`src/rtl/bus_cycle_sequencer.sv`:
```
// bus_cycle_sequencer
// -------------------
// Machine-cycle sequencer for an i8080-style core. It takes one request per
// machine cycle from the core's control logic and walks it through
// T1, T2, optional TW wait states, T3 and optional T4/T5. It drives the bus
// strobes and enables, captures read data, aborts a cycle whose wait states
// run too long, and gives the bus away on a HOLD request.
//
// Ports
//   clk, rst        : clock (rising edge) and asynchronous active-high reset
//   start           : level request for a new machine cycle
//   cycle_len       : requested T-state count (clamped to 3..5)
//   is_read/is_write: cycle direction (a read wins if both are set)
//   addr_in, wdata, status_in : cycle address, write data, T1 status word
//   ready           : external ready, sampled in T2/TW
//   hold            : bus hold request, honoured only at an acceptance point
//   data_in         : external data bus, captured when leaving T3 of a read
//   busy, t_state   : activity flag and state code (T1=0 .. HOLD=6 IDLE=7)
//   sync, dbin, write_n, wwait, hlda : bus control pins
//   addr_out/addr_oe, data_out/data_oe : bus drive values and enables
//   rdata/rdata_valid : captured read data and its one-cycle strobe
//   done            : high in the last T-state of a completed cycle
//   timeout         : one-cycle pulse after a wait-state abort
module bus_cycle_sequencer #(
    parameter int ADDR_WIDTH = 16,
    parameter int DATA_WIDTH = 8,
    parameter int MAX_WAIT   = 0
) (
    input  logic                  clk,
    input  logic                  rst,
    input  logic                  start,
    input  logic [2:0]            cycle_len,
    input  logic                  is_read,
    input  logic                  is_write,
    input  logic [ADDR_WIDTH-1:0] addr_in,
    input  logic [DATA_WIDTH-1:0] wdata,
    input  logic [DATA_WIDTH-1:0] status_in,
    input  logic                  ready,
    input  logic                  hold,
    output logic                  busy,
    output logic [2:0]            t_state,
    output logic                  sync,
    output logic                  dbin,
    output logic                  write_n,
    output logic                  wwait,
    output logic                  hlda,
    output logic [ADDR_WIDTH-1:0] addr_out,
    output logic                  addr_oe,
    output logic [DATA_WIDTH-1:0] data_out,
    output logic                  data_oe,
    output logic [DATA_WIDTH-1:0] rdata,
    input  logic [DATA_WIDTH-1:0] data_in,
    output logic                  rdata_valid,
    output logic                  done,
    output logic                  timeout
);

    // State codes double as the externally visible t_state value.
    localparam logic [2:0] S_T1   = 3'd0;
    localparam logic [2:0] S_T2   = 3'd1;
    localparam logic [2:0] S_TW   = 3'd2;
    localparam logic [2:0] S_T3   = 3'd3;
    localparam logic [2:0] S_T4   = 3'd4;
    localparam logic [2:0] S_T5   = 3'd5;
    localparam logic [2:0] S_HOLD = 3'd6;
    localparam logic [2:0] S_IDLE = 3'd7;

    // The wait counter only has to reach MAX_WAIT; in unlimited mode it just
    // saturates and is never compared.
    localparam int             WCW        = (MAX_WAIT < 255) ? 8 : $clog2(MAX_WAIT + 1);
    localparam logic [WCW-1:0] WAIT_LIMIT = WCW'(MAX_WAIT);

    logic [2:0]            state_q, state_d;
    logic [ADDR_WIDTH-1:0] addr_q, addr_d;
    logic [DATA_WIDTH-1:0] wdata_q, wdata_d;
    logic [DATA_WIDTH-1:0] status_q, status_d;
    logic                  rd_q, rd_d;
    logic                  wr_q, wr_d;
    logic [2:0]            len_q, len_d;
    logic [WCW-1:0]        wait_cnt_q, wait_cnt_d;
    logic [DATA_WIDTH-1:0] rdata_q, rdata_d;
    logic                  rdata_valid_q, rdata_valid_d;
    logic                  timeout_q, timeout_d;

    logic                  last_t;
    logic                  accept;
    logic [2:0]            len_clamp;
    logic                  mid_phase;

    // Last T-state of the current cycle, where the next request is taken.
    assign last_t = ((state_q == S_T3) && (len_q == 3'd3)) ||
                    ((state_q == S_T4) && (len_q == 3'd4)) ||
                    (state_q == S_T5);

    always_comb begin
        len_clamp = cycle_len;
        if (cycle_len < 3'd3) begin
            len_clamp = 3'd3;
        end else if (cycle_len > 3'd5) begin
            len_clamp = 3'd5;
        end
    end

    always_comb begin
        state_d       = state_q;
        addr_d        = addr_q;
        wdata_d       = wdata_q;
        status_d      = status_q;
        rd_d          = rd_q;
        wr_d          = wr_q;
        len_d         = len_q;
        wait_cnt_d    = wait_cnt_q;
        rdata_d       = rdata_q;
        rdata_valid_d = 1'b0;
        timeout_d     = 1'b0;
        accept        = 1'b0;

        case (state_q)
            S_IDLE: accept = 1'b1;
            S_T1:   state_d = S_T2;
            S_T2: begin
                if (ready) begin
                    state_d = S_T3;
                end else begin
                    state_d    = S_TW;
                    wait_cnt_d = WCW'(1);
                end
            end
            S_TW: begin
                if (ready) begin
                    state_d = S_T3;
                end else if ((MAX_WAIT > 0) && (wait_cnt_q == WAIT_LIMIT)) begin
                    // Abort: straight to IDLE, no done and no read capture.
                    state_d   = S_IDLE;
                    timeout_d = 1'b1;
                end else if (wait_cnt_q != {WCW{1'b1}}) begin
                    wait_cnt_d = wait_cnt_q + WCW'(1);
                end
            end
            S_T3: begin
                // Read data is taken on the edge leaving T3, whatever follows.
                if (rd_q) begin
                    rdata_d       = data_in;
                    rdata_valid_d = 1'b1;
                end
                if (last_t) begin
                    accept = 1'b1;
                end else begin
                    state_d = S_T4;
                end
            end
            S_T4: begin
                if (last_t) begin
                    accept = 1'b1;
                end else begin
                    state_d = S_T5;
                end
            end
            S_T5:   accept = 1'b1;
            S_HOLD: begin
                if (!hold) begin
                    state_d = S_IDLE;
                end
            end
            default: state_d = S_IDLE;
        endcase

        // Hold has priority over a pending start; the requester keeps start
        // asserted and is served after the bus comes back.
        if (accept) begin
            if (hold) begin
                state_d = S_HOLD;
            end else if (start) begin
                state_d    = S_T1;
                addr_d     = addr_in;
                wdata_d    = wdata;
                status_d   = status_in;
                rd_d       = is_read;
                wr_d       = is_write && !is_read;
                len_d      = len_clamp;
                wait_cnt_d = '0;
            end else begin
                state_d = S_IDLE;
            end
        end
    end

    always_ff @(posedge clk or posedge rst) begin
        if (rst) begin
            state_q       <= S_IDLE;
            addr_q        <= '0;
            wdata_q       <= '0;
            status_q      <= '0;
            rd_q          <= 1'b0;
            wr_q          <= 1'b0;
            len_q         <= 3'd3;
            wait_cnt_q    <= '0;
            rdata_q       <= '0;
            rdata_valid_q <= 1'b0;
            timeout_q     <= 1'b0;
        end else begin
            state_q       <= state_d;
            addr_q        <= addr_d;
            wdata_q       <= wdata_d;
            status_q      <= status_d;
            rd_q          <= rd_d;
            wr_q          <= wr_d;
            len_q         <= len_d;
            wait_cnt_q    <= wait_cnt_d;
            rdata_q       <= rdata_d;
            rdata_valid_q <= rdata_valid_d;
            timeout_q     <= timeout_d;
        end
    end

    // T2, TW and T3: the data phase where strobes and write data are active.
    assign mid_phase = (state_q == S_T2) || (state_q == S_TW) || (state_q == S_T3);

    assign busy        = (state_q != S_IDLE);
    assign t_state     = state_q;
    assign sync        = (state_q == S_T1);
    assign wwait       = (state_q == S_TW);
    assign hlda        = (state_q == S_HOLD);
    assign dbin        = rd_q && mid_phase;
    assign write_n     = !(wr_q && ((state_q == S_TW) || (state_q == S_T3)));
    assign addr_out    = addr_q;
    assign addr_oe     = (state_q != S_IDLE) && (state_q != S_HOLD);
    assign data_oe     = sync || (wr_q && mid_phase);
    assign data_out    = sync ? status_q : ((wr_q && mid_phase) ? wdata_q : '0);
    assign rdata       = rdata_q;
    assign rdata_valid = rdata_valid_q;
    assign done        = last_t;
    assign timeout     = timeout_q;

endmodule

```
`config.mk`:
```
export PLATFORM = sky130hd
export DESIGN_NAME = bus_cycle_sequencer
export DESIGN_NICKNAME = d
export VERILOG_FILES = /design/src/rtl/bus_cycle_sequencer.sv
export SDC_FILE = /design/constraint.sdc
export NUM_CORES = 1
export LEC_CHECK = 0
export CORE_MARGIN = 3
export CORE_UTILIZATION = 42
export DETAILED_ROUTE_END_ITERATION = 8
export PLACE_DENSITY = 0.87
export SLEW_MARGIN = 20
export SYNTH_ARGS = -nofsm -noshare
export SYNTH_HDL_FRONTEND = slang
export SYNTH_SLANG_ARGS = --single-unit
```
`constraint.sdc`:
```
create_clock -name clk -period 2.1 [get_ports clk]
set_input_delay 0.315 -clock clk [delete_from_list [all_inputs] [get_ports clk]]
set_output_delay 0.315 -clock clk [all_outputs]
set_load 0.02 [all_outputs]
```
==> summary.txt, run 1 <==
Synth
  • Yosys top cell area share: 48.54%
  • Async SR Flop Fraction: 100.0%
  • Sequential fraction of the synthesis area: 54.33%
  • Yosys top cell by area: dfrtp_1
  • Synth Register Bits: 49
  • Synth cell types: 38
  • Main synth FF type: dfrtp_1
  • Syn_area_per_cell: 13.19 um^2
  • Synth Instances: 172
  • Synthesized Nets: 222
  • Mapped Area: 2268 um^2
  • Synth warn: 0
  • Post-synth EDFFs: 0
  • Synth area leaders: dfrtp_1 (49%), mux2_4 (19%), dfstp_2 (5.8%)

Route
  • Via density: 4.777
  • Drt total wl: slightly above 5000 um
  • Initial DRC count: 52
  • Remaining antenna violation count: 0
  • DRT Pass-1 Iters: 4
  • Routed via count: 1,667
  • DR DRC count: 0
  • Per-cell routed wire length: 14.84 um

Power
  • VDD IR max: 835.1 uV
  • Clock power frac: ~15%
  • Sequential power share: between 30% and 40%
  • Pleak: 1.579 nW
  • P_int: about 3.4 mW
  • PD cells: 1533 nW/um^2
  • Design Power: 5.323 mW
  • Part of the power in combinational logic: 52.0%
  • Net switching power figure: 1.879 mW
  • Switch share: 35.29%

Timing
  • Final setup vio count: 0
  • Final setup skew: 0.006244 ns
  • Max-slew violations: 0
  • Post-route setup slack: roughly 0.060 ns
  • Hold Vio Cnt, Final: 0
  • Minimum clock period: 2.040 ns
  • Hold_ws: 0.3842 ns
  • Crit share post-route: 97.14%
  • Max Clock Freq: 490.2 MHz
  • TNS Setup: 0 ns

Clock tree
  • CTS tree: done
  • Total CTS buffers: 5
  • Clock transition at path regs: 0.09 ns
  • Longest Clk Path Bufs: 2
  • H-tree level count: 2
  • Clock Sinks: 49
  • CTS Root Buffer Type: clkbuf_8
  • Clk Latency, worst-skew pair: around 0.30 ns
  • # hold bufs at CTS: 0

Die
  • Chip Height: 79.49 um
  • DIE AREA: ~6300 um^2
  • Total I/O pin count: 96
  • Core area: around 5200 um^2
  • Std cell rows: 26
  • Starting Density: a little over two fifths
  • Die extent in x: 79.49 um

Placed design
  • Routability congestion estimate from global placement: 0.8006
  • Dpl hpwl: ~3900 um
  • PortBufs: 94
  • Setup slack at placement: 0.07892 ns
  • Placed Area: roughly 3300 um^2
  • Placed Instances: between 300 and 400

Critical path
  • CP startpoint: t_state[2]
  • Required time of the critical path: 1.78 ns
  • Worst r2r path cells: 6
  • FF-to-FF setup slack: 0.15 ns
  • Crit path capture type: output port
  • CP Max Fanout: 10
  • Worst Setup Start Kind: flop
  • Crit path kind: flop to output port
  • Worst setup endpoint: data_out[0]
  • Worst EP arrival: 1.72 ns
  • R2r endpoint: addr_out[7]
  • RR Startpoint: t_state[1]

GRT
  • Overflow after GRT: 0
  • GR Util All Layers: 17.72%
  • Initial antenna violation count: 0
  • Vias in the first global route: ~1,800
  • Largest net degree at the start of global routing: 50
  • First-pass GRT wire length: 8631 um

Cells and area
  • Nets: roughly 330
  • Final cell count without fillers: 349
  • Synthesis-to-layout area growth: 53.06%
  • Final core occ: 67.13%
  • Fraction of layout cells with a size suffix above 1: approximately a quarter
  • N_diodes: 0
  • Post-Layout Inst Area: 3472 um^2

Status
  • Status: finished, final reports clean

Job
  • Max_cap viols: 0

Hold path
  • Hold Crit Class: input port to asynchronous set/reset pin
[state kept, by name (all words and copies together), names as in the netlist]
name	count
t_state	3
rdata_valid	1
wdata_q	8
wr_q	1
rd_q	1
len_q	3
status_q	8
rdata	8
addr_out	16
[power groups by stage]
stage	registers [mW]	clock network (mW)	logic (mW)
after global placement	1.76	0	2.71
after CTS	1.76	0.815	2.77
after detailed placement	1.79	0	2.78
after global routing	1.84	0.858	2.96
after floorplan	2.05	0	1.35
final	1.76	0.795	2.77
[synthesized netlist by cell type (2+ instances only)]
library cell,instances
inv_1,5
nand2b_1,2
o21ai_0,4
mux2_4,28
buf_12,2
nor2_1,5
mux2_2,7
a22o_1,8
nor2b_1,4
dfstp_2,5
buf_6,2
a21oi_1,2
nand2_1,29
nor3b_1,2
dfrtp_1,44
[cell type report]
cell class	instances	area [um^2]
clock inverter	3	68.82
inverter	6	22.52
fill	393	1700
clock buffer	5	68.82
multi-input combinational	109	934.6
timing repair buffer	107	1057
tap	70	87.58
sequential	49	1232
[critical path: stages (launching register included)]
cell,delay (ns)
dfstp_2,0.58
buf_4,0.13
nor3_2,0.04
buf_4,0.16
a22o_1,0.23
clkdlybuf4s15_1,0.30
[cell families after synthesis]
group,count (synthesis),share of synthesized area [%]
adder cells (fa/ha/maj),1,0.4413
AO/OA/AOI/OAI,21,7.061
buffers and inverters,14,5.129
AND/OR/NAND/NOR,51,10.87
other,1,0.1653
multiplexers,35,22.01
flip-flops,49,54.33
[worst min-delay path by stage]
stage	endpoint
after CTS	len_q[2]
after global routing	addr_out[1]
final	status_q[6]
after global placement	rdata[7]
after floorplan	rdata[0]
after detailed placement	rdata[2]
[cell usage in the layout (no fill, tap or decap), types with 3 or more instances in the layout]
cell type / netlist / routed
a22o_1: 8 / 8
nor2_1: 5 / 5
nor2b_1: 4 / 4
clkbuf_2: 0 / 3
dfrtp_1: 44 / 44
dlygate4sd2_1: 0 / 5
buf_4: 1 / 10
o21ai_0: 4 / 4
clkdlybuf4s15_1: 0 / 5
dlymetal6s2s_1: 0 / 3
mux2_2: 7 / 7
buf_12: 2 / 3
dfstp_2: 5 / 5
nand2_1: 29 / 29
clkdlybuf4s50_1: 0 / 77
inv_1: 5 / 4
mux2_4: 28 / 28
clkbuf_8: 0 / 5
[routing by layer]
layer | vias up | GRT usage [%] | share of wire [%]
met2 | 70 | 30.80 | 48
met4 | 0 | 4.639 | 0.79
met5 | - | 0 | 0
met3 | 6 | 6.433 | 8.5
li1 | 804 | - | -
met1 | 787 | 20.54 | 42
[repair_timing]
action,in CTS,in global routing
endpoints found under the setup margin,15,12
buffers inserted,3,1
resized for setup,16,16
(Power assumes the default switching activity.)
==> run 2: changes to the inputs <==
- ABC_CLOCK_PERIOD_IN_PS: not set -> 2100
- CORE_UTILIZATION: 42 -> 44
- CTS_BUF_LIST: not set -> sky130_fd_sc_hd__clkbuf_8
- HOLD_SLACK_MARGIN: not set -> 0.1
- PLACE_DENSITY: 0.87 -> 0.9
==> run 2 against run 1 <==
Against the previous run:
- count of clock-buffer cells in the layout is 1 higher
- via count is 0.24% lower
- combinational power is 3% lower
- wire length hardly changed
- clock power is 14% lower
- sequential power hardly changed
- critical path depth is 2 lower
- utilization is 2.8 points higher
- design area is 2.3% lower
- register-to-register slack better by 0.05 ns
- die area is 4.2% lower
==> summary.txt, run 2 (same netlist as run 1, synthesis figures left out) <==
Placed design
  • Dpl hpwl: 3894 um (-0.92%)
  • Routability congestion estimate from global placement: 0.8152 (+1.8%)
  • PortBufs: 94 (unchanged)

Job
  • Max_cap viols: 0 (unchanged)

Die
  • Std cell rows: 25 (-3.8%)
  • Core area: 4848 um^2 (-6.3%)
  • Starting Density: 46.79% (+2.9 points)
  • DIE AREA: 6053 um^2 (-4.2%)
  • Chip Height: 77.80 um (-2.1%)
  • Die extent in x: 77.80 um (-2.1%)
  • Total I/O pin count: 96 (unchanged)

Timing
  • Final setup vio count: 0 (unchanged)
  • Crit share post-route: 96.16% (-0.97 points)
  • TNS Setup: 0 ns (unchanged)
  • RSZ-0062 raised after global routing: no
  • Rel. slew slack: 65.47%
  • Max-slew violations: 0 (unchanged)
  • Max Clock Freq: 495.2 MHz (+1.0%)
  • Minimum clock period: 2.019 ns (-0.02047 ns)
  • Worst-Margin Slew: 0.5172 ns
  • Hold Vio Cnt, Final: 0 (unchanged)
  • Final setup skew: 0.005968 ns (-0.0002756 ns)
  • Hold_ws: 0.3693 ns (-0.01489 ns)

Cells and area
  • Final core occ: 69.96% (+2.8 points)
  • Fraction of layout cells with a size suffix above 1: 25.99% (+0.54 points)
  • Multi-input gate area: 934.6 um^2 (unchanged)
  • Nets: 326 (-0.61%)
  • N_diodes: 0 (unchanged)
  • Filler Cell Count: 362 (-7.9%)
  • Synthesis-to-layout area growth: 49.53%
  • Max FFs per register: 16 (unchanged)
  • Most frequent cells in the layout: clkdlybuf4s50_1 (79), dfrtp_1 (44), nand2_1 (29)
  • Commonest non-fill, non-tap cell in the layout: clkdlybuf4s50_1
  • Storage cell area: 1232 um^2 (unchanged)

GRT
  • Initial antenna violation count: 0 (unchanged)
  • Overflow after GRT: 0 (unchanged)
  • Grt met3 use: 6.265% (-0.17 points)
  • Met2 Track Usage GR: 29.62% (-1.2 points)
  • Largest net degree at the start of global routing: 38 (-24%)
  • Vias in the first global route: 1,719 (-4.3%)
  • GRT busiest layer: met2
  • First-pass GRT wire length: 8431 um (-2.3%)
  • GR Util All Layers: 17.72% (about the same)
  • Met1 Track Usage GR: 22.33% (+1.8 points)

Route
  • DRT Pass-1 Iters: 4 (unchanged)
  • Per-cell routed wire length: 15.06 um (+1.5%)
  • Initial DRC count: 66 (+27%)
  • Routed via count: 1,663 (-0.24%)
  • DR DRC count: 0 (unchanged)
  • Drt total wl: 5182 um (about the same)
  • Via density: 4.834 (+1.2%)
  • Remaining antenna violation count: 0 (unchanged)

Power
  • Design Power: 5.154 mW (-3.2%)
  • PD cells: 1519 nW/um^2 (-0.89%)
  • Pleak: 1.522 nW (-3.6%)
  • VDD IR max: 955.1 uV (+14%)

Critical path
  • Slowest CP cell: dfstp_2
  • Crit path kind: flop to output port
  • Delay-heaviest family, CP: buffers and inverters
  • Delay of the slowest critical-path stage: 0.59 ns (about the same)
  • Worst path cell trace: buf_4 -> nand2_1 -> clkdlybuf4s50_1
  • Worst path bufs/invs: 2 (-1)
  • Worst Setup Start Kind: flop
  • CP Max Fanout: 9 (-1)
  • Worst EP arrival: 1.70 ns (-0.02 ns)
  • Crit path capture type: output port
  • Required time of the critical path: 1.78 ns (about the same)

Clock tree
  • Clock Sinks: 49 (unchanged)
  • # hold bufs at CTS: 0 (unchanged)
  • Longest Clk Path Bufs: 2 (unchanged)
  • Cells resized by post-CTS repair: 15 (-1)
  • CTS tree: done
  • H-tree level count: 2 (unchanged)
  • Clock transition at path regs: 0.09 ns (about the same)
  • CTS Root Buffer Type: clkbuf_8
  • Clk Latency, worst-skew pair: 0.29 ns (about the same)
  • Post-CTS Repair Setup Buffers: 0 (-3)
  • Total CTS buffers: 5 (unchanged)

Hold path
  • Hold Crit Class: input port to asynchronous set/reset pin

Status
  • Status: finished, final reports clean
-- run 2: cell types whose count changed in the layout (fill, tap and decap cells not counted), sizes merged --
cell	change
clkdlybuf4s50	+2
clkinvlp	+1
clkbuf	+5
dlymetal6s2s	-2
inv	-1
bufinv	-1
dlygate4sd2	-1
clkdlybuf4s15	-2
buf	-3
-- run 2: metal layers --
metal,share of wire (%),vias to the layer above
met1,43,802
met3,7.0,6
met4,0.69,0
li1,-,797
met5,0,-
met2,50,58
-- run 2: path summary, 6_finish.rpt --
path	cells after the start	end	start	slack, ns
worst min-delay path	2	wdata_q[4]	rst	0.37
worst max-delay path	3	addr_oe	t_state[2]	0.08
worst max register to register	5	addr_out[10]	t_state[2]	0.20
min in group clk	2	rdata[1]	rdata[1]	0.49
worst min register to register	2	rdata[1]	rdata[1]	0.49
max in group asynchronous	3	status_q[1]	rst	1.11
-- run 2: power by group --
part	switching (mW)	total, mW	internal, mW
clock network	0.299	0.686	0.387
registers	0.321	1.78	1.46
logic	1.24	2.69	1.45
-- run 2: worst reg2reg max path: stages (launching register included) --
cell and delay [ns]:
dfstp_2 0.59, nor2b_1 0.20, nand2_1 0.16, a21boi_4 0.18, buf_12 0.27, mux2_2 0.38
-- run 2: through the flow --
step           instances  worst slack (ns)  area (um^2)
6_report             344           0.08057         3392
5_1_grt              344          0.003799         3392
4_1_cts              344          0.006084         3406
3_5_place_dp         336            0.1013         3302
3_3_place_gp         336            0.1191         3302
2_1_floorplan        172            0.2179         2268
-- run 2: layout make-up --
| cell class | count | share of cell area (%) |
|---|---|---|
| Inverter | 6 | 0.6640 |
| Clock buffer | 6 | 2.435 |
| Tap cell | 67 | 2.471 |
| Multi-Input combinational cell | 109 | 27.55 |
| Clock inverter | 2 | 1.107 |
| Sequential cell | 49 | 36.33 |
| Timing Repair Buffer | 105 | 29.44 |
